**src/rtl/fib_lookup_arb_pkg.sv**
```systemverilog
// Shared bridge constants and helpers for the FIB lookup arbiter.
package fib_lookup_arb_pkg;

  localparam int unsigned NUM_PORTS  = 4;
  localparam int unsigned FIB_KEY_SZ = 48;
  localparam int unsigned PORT_W     = (NUM_PORTS > 1) ? $clog2(NUM_PORTS) : 1;

  typedef logic [PORT_W-1:0]    port_id_t;
  typedef logic [NUM_PORTS-1:0] port_mask_t;

  // Cyclic successor of a port index.
  function automatic port_id_t next_port(input port_id_t p);
    if (32'(p) + 32'd1 >= NUM_PORTS) return '0;
    return p + PORT_W'(1);
  endfunction

  function automatic port_mask_t port_bit(input port_id_t p);
    return NUM_PORTS'(1) << p;
  endfunction

endpackage

```
**src/rtl/fib_lookup_arb_if.sv**
```systemverilog
// Request, engine and fli channels of the FIB lookup arbiter.
interface fib_lookup_arb_if
  import fib_lookup_arb_pkg::*;
#(
  parameter int unsigned key_sz = FIB_KEY_SZ
) ();

  logic [NUM_PORTS-1:0]        lrq_srdy;
  logic [NUM_PORTS-1:0]        lrq_drdy;
  logic [NUM_PORTS*key_sz-1:0] lrq_data;
  logic                        eng_req_srdy;
  logic                        eng_req_drdy;
  logic [key_sz-1:0]           eng_req_data;
  logic                        eng_rsp_srdy;
  logic                        eng_rsp_drdy;
  logic [NUM_PORTS-1:0]        eng_rsp_data;
  logic [NUM_PORTS-1:0]        fli_srdy;
  logic [NUM_PORTS-1:0]        fli_drdy;
  logic [NUM_PORTS-1:0]        fli_data;
  logic                        err_orphan;

  // Arbiter side.
  modport slave (
    input  lrq_srdy, lrq_data, eng_req_drdy, eng_rsp_srdy, eng_rsp_data, fli_drdy,
    output lrq_drdy, eng_req_srdy, eng_req_data, eng_rsp_drdy, fli_srdy, fli_data,
           err_orphan
  );

  // Ports, engine and taps side.
  modport master (
    output lrq_srdy, lrq_data, eng_req_drdy, eng_rsp_srdy, eng_rsp_data, fli_drdy,
    input  lrq_drdy, eng_req_srdy, eng_req_data, eng_rsp_drdy, fli_srdy, fli_data,
           err_orphan
  );

endinterface

```
**src/rtl/fib_arb_tagq.sv**
```systemverilog
// In-order requester tag FIFO; full/empty derived purely from the registered count.
module fib_arb_tagq #(
  parameter int unsigned width = 2,
  parameter int unsigned depth = 4
) (
  input  logic             clk,
  input  logic             reset,
  input  logic             push,
  input  logic [width-1:0] push_data,
  input  logic             pop,
  output logic [width-1:0] pop_data,
  output logic             full,
  output logic             empty
);

  localparam int unsigned PTR_W = $clog2(depth);
  localparam int unsigned CNT_W = PTR_W + 1;

  logic [width-1:0] mem_q [depth];
  logic [width-1:0] mem_d [depth];
  logic [PTR_W-1:0] wr_ptr_q, wr_ptr_d;
  logic [PTR_W-1:0] rd_ptr_q, rd_ptr_d;
  logic [CNT_W-1:0] cnt_q, cnt_d;
  logic             do_push, do_pop;

  assign full     = (cnt_q == CNT_W'(depth));
  assign empty    = (cnt_q == '0);
  assign pop_data = mem_q[rd_ptr_q];

  always_comb begin
    mem_d    = mem_q;
    wr_ptr_d = wr_ptr_q;
    rd_ptr_d = rd_ptr_q;
    do_push  = push && !full;
    do_pop   = pop && !empty;
    if (do_push) begin
      mem_d[wr_ptr_q] = push_data;
      wr_ptr_d        = wr_ptr_q + PTR_W'(1);
    end
    if (do_pop) begin
      rd_ptr_d = rd_ptr_q + PTR_W'(1);
    end
    cnt_d = cnt_q + CNT_W'(do_push) - CNT_W'(do_pop);
  end

  always_ff @(posedge clk) begin
    if (reset) begin
      wr_ptr_q <= '0;
      rd_ptr_q <= '0;
      cnt_q    <= '0;
      for (int unsigned i = 0; i < depth; i++) mem_q[i] <= '0;
    end else begin
      wr_ptr_q <= wr_ptr_d;
      rd_ptr_q <= rd_ptr_d;
      cnt_q    <= cnt_d;
      mem_q    <= mem_d;
    end
  end

endmodule

```
**src/rtl/fib_lookup_arb.sv**
```systemverilog
// Round-robin sharing of one FIB lookup engine among the port taps, with
// in-order response steering back to the requesting tap.
module fib_lookup_arb
  import fib_lookup_arb_pkg::*;
#(
  parameter int unsigned key_sz     = FIB_KEY_SZ,
  parameter int unsigned tagq_depth = 4,
  parameter bit          mask_src   = 1'b1
) (
  input  logic               clk,
  input  logic               reset,
  fib_lookup_arb_if.slave    bus
);

  port_id_t rr_q, rr_d;
  logic     err_orphan_q, err_orphan_d;
  port_id_t grant;
  port_id_t cand;
  logic     any_req;
  logic     tq_push, tq_pop, tq_full, tq_empty;
  port_id_t head;

  fib_arb_tagq #(
    .width (PORT_W),
    .depth (tagq_depth)
  ) u_tagq (
    .clk       (clk),
    .reset     (reset),
    .push      (tq_push),
    .push_data (grant),
    .pop       (tq_pop),
    .pop_data  (head),
    .full      (tq_full),
    .empty     (tq_empty)
  );

  // First requester at or after rr, cyclically.
  always_comb begin
    grant   = rr_q;
    cand    = '0;
    any_req = 1'b0;
    for (int unsigned i = 0; i < NUM_PORTS; i++) begin
      cand = PORT_W'((32'(rr_q) + i) % NUM_PORTS);
      if (!any_req && bus.lrq_srdy[cand]) begin
        any_req = 1'b1;
        grant   = cand;
      end
    end
  end

  assign bus.eng_req_data = bus.lrq_data[32'(grant)*key_sz +: key_sz];
  assign bus.fli_data     = mask_src ? (bus.eng_rsp_data & ~port_bit(head)) : bus.eng_rsp_data;
  assign bus.err_orphan   = err_orphan_q;

  always_comb begin
    bus.eng_req_srdy = 1'b0;
    bus.lrq_drdy     = '0;
    bus.fli_srdy     = '0;
    bus.eng_rsp_drdy = 1'b1;
    tq_push          = 1'b0;
    tq_pop           = 1'b0;
    rr_d             = rr_q;
    err_orphan_d     = err_orphan_q;
    if (!reset) begin
      bus.eng_req_srdy    = any_req && !tq_full;
      bus.lrq_drdy[grant] = bus.eng_req_drdy && !tq_full;
      tq_push             = any_req && bus.eng_req_drdy && !tq_full;
      if (tq_push) rr_d = next_port(grant);
      if (!tq_empty) begin
        bus.fli_srdy[head] = bus.eng_rsp_srdy;
        bus.eng_rsp_drdy   = bus.fli_drdy[head];
        tq_pop             = bus.eng_rsp_srdy && bus.fli_drdy[head];
      end else if (bus.eng_rsp_srdy) begin
        err_orphan_d = 1'b1;
      end
    end
  end

  always_ff @(posedge clk) begin
    if (reset) begin
      rr_q         <= '0;
      err_orphan_q <= 1'b0;
    end else begin
      rr_q         <= rr_d;
      err_orphan_q <= err_orphan_d;
    end
  end

endmodule

```
**src/flat_wrapper.sv**
```systemverilog
// flat-port wrapper written by rule: the top's interface ports become plain ports
module fib_lookup_arb_flat import fib_lookup_arb_pkg::*;
#(
  parameter int unsigned key_sz     = FIB_KEY_SZ,
  parameter int unsigned tagq_depth = 4,
  parameter bit          mask_src   = 1'b1
)
  (clk, reset, bus_lrq_srdy, bus_lrq_data, bus_eng_req_drdy, bus_eng_rsp_srdy, bus_eng_rsp_data, bus_fli_drdy, bus_lrq_drdy, bus_eng_req_srdy, bus_eng_req_data, bus_eng_rsp_drdy, bus_fli_srdy, bus_fli_data, bus_err_orphan);
  fib_lookup_arb_if #(.key_sz(key_sz)) bus_i ();
  input  logic clk;
  input  logic reset;
  input wire logic [$bits(bus_i.lrq_srdy)-1:0] bus_lrq_srdy;
  input wire logic [$bits(bus_i.lrq_data)-1:0] bus_lrq_data;
  input wire logic [$bits(bus_i.eng_req_drdy)-1:0] bus_eng_req_drdy;
  input wire logic [$bits(bus_i.eng_rsp_srdy)-1:0] bus_eng_rsp_srdy;
  input wire logic [$bits(bus_i.eng_rsp_data)-1:0] bus_eng_rsp_data;
  input wire logic [$bits(bus_i.fli_drdy)-1:0] bus_fli_drdy;
  output wire logic [$bits(bus_i.lrq_drdy)-1:0] bus_lrq_drdy;
  output wire logic [$bits(bus_i.eng_req_srdy)-1:0] bus_eng_req_srdy;
  output wire logic [$bits(bus_i.eng_req_data)-1:0] bus_eng_req_data;
  output wire logic [$bits(bus_i.eng_rsp_drdy)-1:0] bus_eng_rsp_drdy;
  output wire logic [$bits(bus_i.fli_srdy)-1:0] bus_fli_srdy;
  output wire logic [$bits(bus_i.fli_data)-1:0] bus_fli_data;
  output wire logic [$bits(bus_i.err_orphan)-1:0] bus_err_orphan;
  assign bus_i.lrq_srdy = bus_lrq_srdy;
  assign bus_i.lrq_data = bus_lrq_data;
  assign bus_i.eng_req_drdy = bus_eng_req_drdy;
  assign bus_i.eng_rsp_srdy = bus_eng_rsp_srdy;
  assign bus_i.eng_rsp_data = bus_eng_rsp_data;
  assign bus_i.fli_drdy = bus_fli_drdy;
  assign bus_lrq_drdy = bus_i.lrq_drdy;
  assign bus_eng_req_srdy = bus_i.eng_req_srdy;
  assign bus_eng_req_data = bus_i.eng_req_data;
  assign bus_eng_rsp_drdy = bus_i.eng_rsp_drdy;
  assign bus_fli_srdy = bus_i.fli_srdy;
  assign bus_fli_data = bus_i.fli_data;
  assign bus_err_orphan = bus_i.err_orphan;
  fib_lookup_arb #(.key_sz(key_sz), .tagq_depth(tagq_depth), .mask_src(mask_src)) u_core (.clk(clk), .reset(reset), .bus(bus_i));
endmodule
```
**config.mk**
```make
export PLATFORM = sky130hd
export DESIGN_NAME = fib_lookup_arb_flat
export DESIGN_NICKNAME = d
export VERILOG_FILES = /design/src/rtl/fib_lookup_arb_pkg.sv /design/src/rtl/fib_lookup_arb_if.sv /design/src/rtl/fib_arb_tagq.sv /design/src/rtl/fib_lookup_arb.sv /design/src/flat_wrapper.sv
export SDC_FILE = /design/constraint.sdc
export NUM_CORES = 1
export LEC_CHECK = 0
export BUFFER_PORTS_ARGS = -buffer_cell sky130_fd_sc_hd__buf_2
export CAP_MARGIN = 20
export CORE_AREA = 2 2 105 107
export DETAILED_ROUTE_END_ITERATION = 6
export DIE_AREA = 0 0 107 109
export GPL_ROUTABILITY_DRIVEN = 0
export PLACE_DENSITY = 0.59
export SLEW_MARGIN = 20
export SYNTH_ARGS = -nofsm -noshare
export SYNTH_HDL_FRONTEND = slang
export SYNTH_SLANG_ARGS = --single-unit
```
**constraint.sdc**
```tcl
create_clock -name clk -period 3.9 [get_ports clk]
set_clock_uncertainty 0.2 [all_clocks]
set_input_delay 0.39 -clock clk [delete_from_list [all_inputs] [get_ports clk]]
set_output_delay 0.39 -clock clk [all_outputs]
set_load 0.01 [all_outputs]
```
==> summary.md <==
| Metric | Value |
|---|---|
| Outcome | `finished clean` |
| Die Y | `109 µm` |
| Share of cells above drive strength 1 | `0.746` |
| Wire per inst | `17.3 µm` |
| Drt first-iter violations | `162` |
| Yosys top cell area share | `0.488` |
| Largest stage delay on the critical path | `0.60 ns` |
| Fin Setup TNS | `0 ns` |
| Total number of vias | `2743` |
| Nets | `674` |
| Routed WL | `10.4 mm` |
| CTS tree | `done` |
| DRT Pass-1 Iters | `4` |
| ANT nets after route | `0` |
| WP data arrival | `3.12 ns` |
| Family with the most delay on the worst path | `adder cells` |
| Largest cells by area after synthesis | `mux4_2, dfxtp_1, ha_1` |
| Seq/Total Area, Yosys | `0.156` |
| Commonest non-fill, non-tap cell in the layout | `buf_2` |
| Drt via density | `4.59` |
| CTS resizes | `0` |
| Worst path slowest cell | `mux4_2` |
| Largest area contributor in the netlist | `mux4_2` |
| Post-synthesis async set-or-reset flop share | `0` |
| Cell variety after synth | `38` |
| Final Slew Violations | `0` |
| Worst slew pin tran | `0.789 ns` |
| Avg Synthesized Cell Area | `12.3 µm²` |
| Critical-path cell list | `mux4_2, or3_1, o22ai_2, ha_1, inv_1, ha_1, inv_1, fa_1, xor2_1, xnor2_1, nor2_1` |
| Dominant synthesized flop cell | `dfxtp_1` |
| Buf/Inv on CP | `2` |
| DIE AREA | `11700 µm²` |
| Ratio of final minimum period to clock period | `0.815` |
| Most frequent cells in the layout | `buf_2, mux4_2, nor2_1, dfxtp_1, inv_1` |
| Final instance count without filler cells | `598` |
| Vias in the first global route | `2589` |
| #FFs+latches synth | `18` |
| Grt ovf | `0` |
| Core area | `10600 µm²` |
| Ports | `271` |
| Post-synth EDFFs | `0` |
| Required time of the critical path | `3.84 ns` |
| Detailed Place HPWL | `9.23 mm` |
| WS Path Type | `reg2reg` |
| TritonCTS buffer count | `3` |
| PwrDens | `377 nW/µm²` |
| Headroom to the max-slew limit | `0.472` |
| Starting Density | `0.217` |
| Row count | `38` |
| H-tree levels | `1` |
| Post-route DRC | `0` |
| Hold-fix buffers, CTS | `0` |
| Placed cells | `589` |
| Net Count, Synth | `407` |
| Clock Sinks | `18` |
| # setup viols final | `0` |
| CP Capture Type | `flip-flop` |
| Buffers on Ports | `270` |
| Max Cap Viol | `0` |
| Peak supply drop | `0.000141 V` |
| Mapped Area | `2310 µm²` |
| Hold Fails Final Rpt | `0` |
| Global-route wire length before repair | `13.9 mm` |
| CP max FO | `7` |
| Fmax achieved | `0.315 GHz` |
| Clock slew at reported path FFs | `0.07 ns` |
| Post-CTS setup repair buffer count | `0` |
| RSZ-0062 raised after global routing | `no` |
| Pin count of the biggest net entering global routing | `38` |
| Crit start category | `flip-flop` |
| Worst hold path class | `in2reg` |
| Die Wd | `107 µm` |
| Gate count after technology mapping | `187` |
| Ys Warns | `0` |
| Initial antenna violation count | `7` |
| Static leakage | `1.96 nW` |
| Final min period | `3.18 ns` |
| Area growth syn-to-layout | `68.7%` |
| Clock buffer depth | `2` |
| Clk root buf | `clkbuf_8` |
| Total track usage | `0.157` |
| Worst-Skew Late Latency | `0.26 ns` |
| Fill count | `1086` |
-- power by group --
part / leakage (nW) / total [mW] / switching (mW) / internal [mW]
clock: 0.0288 / 0.155 / 0.0647 / 0.0899
combinational: 1.79 / 1.07 / 0.500 / 0.570
sequential: 0.147 / 0.243 / 0.0278 / 0.215
-- final timing paths --
check,slack [ns],from,to,cells past startpoint
min reg2reg,0.27,u_core.bus.err_orphan$_SDFFE_PP0P_,u_core.bus.err_orphan$_SDFFE_PP0P_,2
min,0.18,bus_eng_rsp_srdy,u_core.bus.err_orphan$_SDFFE_PP0P_,3
max,0.72,u_core.u_tagq.rd_ptr_q[0]$_SDFFE_PP0P_,u_core.u_tagq.cnt_q[2]$_SDFF_PP0_,11
max reg2reg,0.72,u_core.u_tagq.rd_ptr_q[0]$_SDFFE_PP0P_,u_core.u_tagq.cnt_q[2]$_SDFF_PP0_,11
-- flip-flops by register name, indices dropped and copies added (netlist names) --
name                    flops
u_core.bus.err_orphan       1
u_core.rr_q                 2
u_core.u_tagq.cnt_q         3
u_core.u_tagq.mem_q         8
u_core.u_tagq.rd_ptr_q      2
u_core.u_tagq.wr_ptr_q      2
-- cell usage after synthesis (all sizes together) (2+ instances only) --
cell    number
nor2        18
o22ai        2
mux2         4
a21boi       3
mux2i        8
inv         13
o21ai        2
nor3b        2
nand2        8
or3          2
clkbuf       3
and2         4
dfxtp       18
ha          11
buf         10
xnor2        3
nor3         2
a21oi        4
nor2b        6
mux4        50
nand2b       2
-- cell type report --
type	instances	area [µm²]	area share
multi-input combinational	143	1840	0.472
timing repair buffer	275	1400	0.360
sequential	18	360	0.0926
tap	140	175	0.0450
clock buffer	4	55.1	0.0142
inverter	13	50.0	0.0129
antenna	5	12.5	0.00322
-- worst register-to-register path: cells and delay by family (launching register included) --
kind	cells	cell delay, ns
adders and majority gates	3	0.76
muxes	1	0.61
and+or+nand+nor	2	0.43
DFF	1	0.42
xor gates and xnor gates	2	0.31
AOI/OAI and AO/OA	1	0.22
buffers and inverters	2	0.11
-- cell families (layout without fill, tap and decap cells) --
kind of cell	Yosys count	count (layout)	share of synthesized area
adders and majority gates	12	12	0.0684
other	0	5	0
xor gates and xnor gates	4	4	0.0152
muxes	62	62	0.543
buffers and inverters	26	292	0.0526
DFF	18	18	0.156
AOI/OAI and AO/OA	17	17	0.0602
and+or+nand+nor	48	48	0.105
-- stage by stage --
| step | area, µm² | util | power, mW | worst slack [ns] | hold slack [ns] |
|---|---|---|---|---|---|
| CTS | 3880 | 0.366 | 1.49 | 0.712 | 0.177 |
| detailed placement | 3820 | 0.361 | 1.33 | 0.735 | 0.253 |
| floorplan | 2310 | - | 0.950 | 0.878 | 0.248 |
| global route | 3880 | 0.366 | 1.58 | 0.534 | 0.226 |
| finish | 3890 | 0.367 | 1.47 | 0.721 | 0.180 |
| global placement | 3820 | 0.361 | 1.32 | 0.780 | 0.249 |
-- metal layers --
metal | GRT usage | vias to the layer above | routed length (µm)
met5 | 0 | - | 31
met4 | 0.0148 | 4 | 40
met3 | 0.0675 | 8 | 1170
met2 | 0.263 | 155 | 4910
met1 | 0.196 | 1293 | 4200
li1 | - | 1283 | -
Note: power is estimated with default switching activity, not from simulation.
